**config.mk**
```make
export PLATFORM = sky130hd
export DESIGN_NAME = frame_read_sequencer
export DESIGN_NICKNAME = d
export VERILOG_FILES = /design/src/rtl/frame_read_pkg.sv /design/src/rtl/frame_read_sequencer.sv
export SDC_FILE = /design/constraint.sdc
export NUM_CORES = 1
export LEC_CHECK = 0
export BUFFER_PORTS_ARGS = -buffer_cell sky130_fd_sc_hd__buf_2
export CORE_ASPECT_RATIO = 1.5
export CORE_UTILIZATION = 59
export DETAILED_ROUTE_END_ITERATION = 8
export MAX_ROUTING_LAYER = met4
export PLACE_DENSITY = 0.81
export SYNTH_ARGS = -nofsm -noshare
export SYNTH_HDL_FRONTEND = slang
export SYNTH_SLANG_ARGS = --single-unit
export TNS_END_PERCENT = 1
```
**constraint.sdc**
```tcl
create_clock -name clk -period 3 [get_ports clk]
set_input_delay 0.3 -clock clk [delete_from_list [all_inputs] [get_ports clk]]
set_output_delay 0.3 -clock clk [all_outputs]
set_load 0.02 [all_outputs]
```
**src/rtl/frame_read_pkg.sv**
```systemverilog
// frame_read_pkg: shared types and constants for the frame read sequencer.
//   state_e        : sequencer state (IDLE, REQ)
//   REQ_LEN_W      : width of the req_len output
//   burst_cfg_ok() : true when a line is a whole number of bursts
package frame_read_pkg;
    typedef enum logic {IDLE, REQ} state_e;
    localparam int REQ_LEN_W = 16;
    function automatic bit burst_cfg_ok(input int line_bytes, input int burst_bytes);
        return burst_bytes > 0 && line_bytes >= burst_bytes && line_bytes % burst_bytes == 0;
    endfunction
endpackage

```
**src/rtl/frame_read_sequencer.sv**
```systemverilog
// frame_read_sequencer: walks one framebuffer per frame_start, issuing burst reads line by line.
//   clk, rst_n                 : memory-domain clock, async active-low reset
//   frame_start, enable        : start pulse (ignored when enable is low)
//   base_addr, line_stride     : frame geometry, sampled on each seen frame_start
//   req_valid/req_ready        : burst request handshake; req_addr/req_len describe the burst
//   busy, frame_done           : frame in progress, one-cycle completion pulse
//   overrun, clr_overrun       : sticky "start while busy" flag and its synchronous clear
module frame_read_sequencer
    import frame_read_pkg::*;
#(
    parameter int LINES       = 720,
    parameter int LINE_BYTES  = 5120,
    parameter int BURST_BYTES = 256,
    parameter int ADDR_W      = 32
) (
    input  logic                 clk,
    input  logic                 rst_n,
    input  logic                 frame_start,
    input  logic                 enable,
    input  logic [ADDR_W-1:0]    base_addr,
    input  logic [ADDR_W-1:0]    line_stride,
    output logic                 req_valid,
    input  logic                 req_ready,
    output logic [ADDR_W-1:0]    req_addr,
    output logic [REQ_LEN_W-1:0] req_len,
    output logic                 busy,
    output logic                 frame_done,
    output logic                 overrun,
    input  logic                 clr_overrun
);
    localparam int BPL  = LINE_BYTES / BURST_BYTES;
    localparam int BC_W = (BPL > 1) ? $clog2(BPL) : 1;
    localparam int LC_W = (LINES > 1) ? $clog2(LINES) : 1;

    if (!burst_cfg_ok(LINE_BYTES, BURST_BYTES) || LINES < 1) begin : g_bad_cfg
        $error("frame_read_sequencer: LINE_BYTES must be a multiple of BURST_BYTES and LINES >= 1");
    end

    state_e            state_q, state_d;
    logic [ADDR_W-1:0] req_addr_q, req_addr_d;
    logic [ADDR_W-1:0] line_start_q, line_start_d;
    logic [ADDR_W-1:0] stride_q, stride_d;
    logic [ADDR_W-1:0] pend_base_q, pend_base_d;
    logic [ADDR_W-1:0] pend_stride_q, pend_stride_d;
    logic [BC_W-1:0]   burst_cnt_q, burst_cnt_d;
    logic [LC_W-1:0]   line_cnt_q, line_cnt_d;
    logic              pend_q, pend_d;
    logic              done_q, done_d;
    logic              overrun_q, overrun_d;
    logic              start_ok, hs, last_burst, last_line;

    always_ff @(posedge clk or negedge rst_n) begin
        if (!rst_n) begin
            state_q       <= IDLE;
            req_addr_q    <= '0;
            line_start_q  <= '0;
            stride_q      <= '0;
            pend_base_q   <= '0;
            pend_stride_q <= '0;
            burst_cnt_q   <= '0;
            line_cnt_q    <= '0;
            pend_q        <= 1'b0;
            done_q        <= 1'b0;
            overrun_q     <= 1'b0;
        end else begin
            state_q       <= state_d;
            req_addr_q    <= req_addr_d;
            line_start_q  <= line_start_d;
            stride_q      <= stride_d;
            pend_base_q   <= pend_base_d;
            pend_stride_q <= pend_stride_d;
            burst_cnt_q   <= burst_cnt_d;
            line_cnt_q    <= line_cnt_d;
            pend_q        <= pend_d;
            done_q        <= done_d;
            overrun_q     <= overrun_d;
        end
    end

    always_comb begin
        state_d       = state_q;
        req_addr_d    = req_addr_q;
        line_start_d  = line_start_q;
        stride_d      = stride_q;
        pend_base_d   = pend_base_q;
        pend_stride_d = pend_stride_q;
        burst_cnt_d   = burst_cnt_q;
        line_cnt_d    = line_cnt_q;
        pend_d        = pend_q;
        done_d        = 1'b0;
        start_ok      = frame_start & enable;
        hs            = (state_q == REQ) & req_ready;
        last_burst    = burst_cnt_q == BC_W'(BPL - 1);
        last_line     = line_cnt_q == LC_W'(LINES - 1);
        // Any start seen while a frame runs is an overrun, even if enable is low.
        overrun_d     = (frame_start & (state_q == REQ)) | (overrun_q & ~clr_overrun);
        if (state_q == IDLE) begin
            if (start_ok) begin
                state_d      = REQ;
                req_addr_d   = base_addr;
                line_start_d = base_addr;
                stride_d     = line_stride;
                burst_cnt_d  = '0;
                line_cnt_d   = '0;
            end
        end else begin
            // Latest start while busy wins; it takes effect at the next handshake.
            if (start_ok) begin
                pend_d        = 1'b1;
                pend_base_d   = base_addr;
                pend_stride_d = line_stride;
            end
            if (hs) begin
                if (pend_d) begin
                    req_addr_d   = pend_base_d;
                    line_start_d = pend_base_d;
                    stride_d     = pend_stride_d;
                    burst_cnt_d  = '0;
                    line_cnt_d   = '0;
                    pend_d       = 1'b0;
                end else if (last_burst && last_line) begin
                    state_d = IDLE;
                    done_d  = 1'b1;
                end else if (last_burst) begin
                    burst_cnt_d  = '0;
                    line_cnt_d   = line_cnt_q + 1'b1;
                    line_start_d = line_start_q + stride_q;
                    req_addr_d   = line_start_q + stride_q;
                end else begin
                    burst_cnt_d = burst_cnt_q + 1'b1;
                    req_addr_d  = req_addr_q + ADDR_W'(BURST_BYTES);
                end
            end
        end
    end

    assign req_valid  = state_q == REQ;
    assign busy       = state_q != IDLE;
    assign req_addr   = req_addr_q;
    assign req_len    = REQ_LEN_W'(BURST_BYTES);
    assign frame_done = done_q;
    assign overrun    = overrun_q;
endmodule

```
==> flow_metrics.env <==
export IMPL_status="finished, final reports clean"
export IMPL_relSlewSlack=0.3670
export IMPL_htreeDepth=4
export IMPL_final_cells=1449
export IMPL_firstDrtPassIters=5
export IMPL_crit_fanout=8
export IMPL_fin_crit_sh=0.9608
export IMPL_clock_fmax_ghz=0.3469
export IMPL_cap_viol_max_count=0
export IMPL_globalplace_congestion=0.9406
export IMPL_worst_ep_required_time_ps=3360
export IMPL_critPathKind="flop to flop"
export IMPL_route_vias_total=9203
export IMPL_hold_violations=0
export IMPL_antenna_found_initial=0
export IMPL_start_util=0.6080
export IMPL_cp_data_arrival_time_ps=3240
export IMPL_dp_cells=1416
export IMPL_cts_buffers=17
export IMPL_n_antenna_cell=0
export IMPL_layout_setup_ws_ps=117.5
export IMPL_synth_async_reset_ratio=1.000
export IMPL_pin_count=122
export IMPL_final_common_cell="dfrtp_1"
export IMPL_worst_pin_slew_ps=949.5
export IMPL_cts_tree="built"
export IMPL_port_buffers=105
export IMPL_n_fill_cell=1306
export IMPL_avgRoutedWirePerCell_um=19.54
export IMPL_die_height_um=163.7
export IMPL_area_growth_pct=14.87
export IMPL_final_cell_mix="dfrtp_1, nand2_1, nor2_1"
export IMPL_clk_path_buf_depth=2
export IMPL_ant_nets=0
export IMPL_report_final_slew_viol_count=0
export IMPL_grt_overflow=0
export IMPL_cts_sinks=179
export IMPL_totalWireLength_um=28310
export IMPL_pre_cts_ws_ps=68.58
export IMPL_cts_root_buf="clkbuf_16"
export IMPL_power_w=0.01072
export IMPL_power_density_mw_per_mm2=907.9
export IMPL_synth_edf_count=0
export IMPL_final_nets=1332
export IMPL_drive_gt1_frac=0.2147
export IMPL_track_usage=0.3425
export IMPL_fin_worst_skew_ps=10.05
export IMPL_power_leakage_nw=5.357
export IMPL_min_path_type="primary input to flop"
export IMPL_ys_flop_type="dfrtp_1"
export IMPL_end_kind="flop"
export IMPL_grt_pass1_vias=8994
export IMPL_dpl_hpwl_um=19930
export IMPL_drc=0
export IMPL_placed_cell_area_mm2=0.01111
export IMPL_grt_pass1_wl_um=45640
export IMPL_synth_avg_cell_area_um2=9.123
export IMPL_ys_ff_latch=179
export IMPL_yosys_warnings=0
export IMPL_final_area_mm2=0.01181
export IMPL_ys_seq_area_frac=0.4357
export IMPL_tns_ps=0
export IMPL_die_w_um=109.8
export IMPL_fp_coreArea_mm2=0.01691
export IMPL_grt_max_degree=73
export IMPL_fp_row_count=58
export IMPL_ir_drop_mv=0.4074
export IMPL_netlist_instances=1127
export IMPL_netlist_area_mm2=0.01028
export IMPL_timing_final_crit_period_ps=2882
export IMPL_drtIter0Drc=794
export IMPL_grt_setup_unrepaired="true"
export IMPL_viasPerCell=6.351
export IMPL_setup_viol=0
export IMPL_clk_pin_slew_ps=70
export IMPL_die_area_mm2=0.01797
export IMPL_yosys_cell_types_count=77
export IMPL_setup_worst_path_start_class="flop"
export IMPL_clock_latency_ps=440
## per-layer routing
metal  GRT usage  wire, um  vias up
met2      0.5287     13310      410
met5           -         0        -
met3     0.05427      1991       92
met4      0.1655      1304        0
li1            -         -     4246
met1      0.4366     11710     4455
## registers in the layout (all words and copies together) (netlist names)
register,cells
busy,1
overrun,1
pend_stride_q,32
line_cnt_q,10
pend_base_q,32
req_addr,32
burst_cnt_q,5
line_start_q,32
frame_done,1
pend_q,1
stride_q,32
## final timing paths
check,endpoint,slack [ps],start,depth (start not counted)
max,req_addr[26]$_DFFE_PN0P_,120,stride_q[9]$_DFFE_PN0P_,9
min,overrun$_DFF_PN0_,40,clr_overrun,2
max reg2reg,req_addr[26]$_DFFE_PN0P_,120,stride_q[9]$_DFFE_PN0P_,9
min reg2reg,req_addr[0]$_DFFE_PN0P_,470,req_addr[0]$_DFFE_PN0P_,1
max in group asynchronous,pend_stride_q[29]$_DFFE_PN0P_,1670,rst_n,3
min in group asynchronous,pend_base_q[14]$_DFFE_PN0P_,400,rst_n,2
## critical path: stages, from the launching register on
cell and delay, ps:
dfrtp_1 430, ha_1 460, and4_1 220, o21ai_0 100, o21ai_2 230, nand2_1 150
a211oi_1 470, mux2_4 350, a31oi_1 210, nor3b_2 200
## cell type report
class | instances | area (um2) | share of cell area
clock buffer | 19 | 432.9 | 0.03666
clock inverter | 12 | 227.7 | 0.01928
inverter | 13 | 48.80 | 0.004132
multi-input combinational | 871 | 5499 | 0.4656
sequential | 179 | 4479 | 0.3793
tap | 210 | 262.8 | 0.02225
timing repair buffer | 145 | 859.6 | 0.07278
## cells by family after synthesis
group                      share of synthesized area
AOI/OAI and AO/OA                             0.1935
xor gates and xnor gates                     0.02726
adders and majority gates                    0.04333
buffers and inverters                        0.04101
DFF                                           0.4357
muxes                                        0.07545
other                                      0.0007305
and+or+nand+nor                               0.1830
## cell usage after synthesis (all sizes together) (6+ instances only)
cell / number / share of area
o21ai: 61 / 0.030
nand3: 43 / 0.021
ha: 34 / 0.041
nor4: 6 / 0.0037
a22oi: 7 / 0.0051
o211ai: 16 / 0.012
nor3: 20 / 0.010
o41ai: 7 / 0.0060
inv: 13 / 0.0047
nand2: 169 / 0.062
a21o: 29 / 0.021
nand4: 15 / 0.0091
buf: 33 / 0.020
and2: 6 / 0.0037
a31oi: 53 / 0.033
a21oi: 62 / 0.031
nor2: 115 / 0.042
xnor2: 12 / 0.010
o21a: 7 / 0.0051
clkbuf: 45 / 0.017
a211oi: 17 / 0.014
dfrtp: 179 / 0.44
o31ai: 6 / 0.0044
mux2: 65 / 0.072
xor2: 20 / 0.017
and3: 22 / 0.014
## metrics by stage
stage               utilization  hold slack, ps
CTS                      0.6966           40.73
global route             0.6985           55.41
floorplan                     -           4.409
finish                   0.6985           40.40
global placement         0.6569           303.2
detailed placement       0.6569           302.9
## what timing repair did
| action | CTS | global route |
|---|---|---|
| setup endpoints to repair | 0 | 11 |
| resized for setup | 0 | 5 |
| hold buffers | 1 | 0 |
| buffers inserted | 0 | 1 |
| endpoints found under the hold margin | 48 | 0 |
## where the power goes
part | total [W] | internal, W | switching [W] | leakage, nW
registers | 0.00353 | 0.00302 | 0.000510 | 2.12
clock network | 0.00252 | 0.00157 | 0.000959 | 0.318
logic | 0.00467 | 0.00191 | 0.00276 | 2.92
Power figures use the tool's default switching activity.
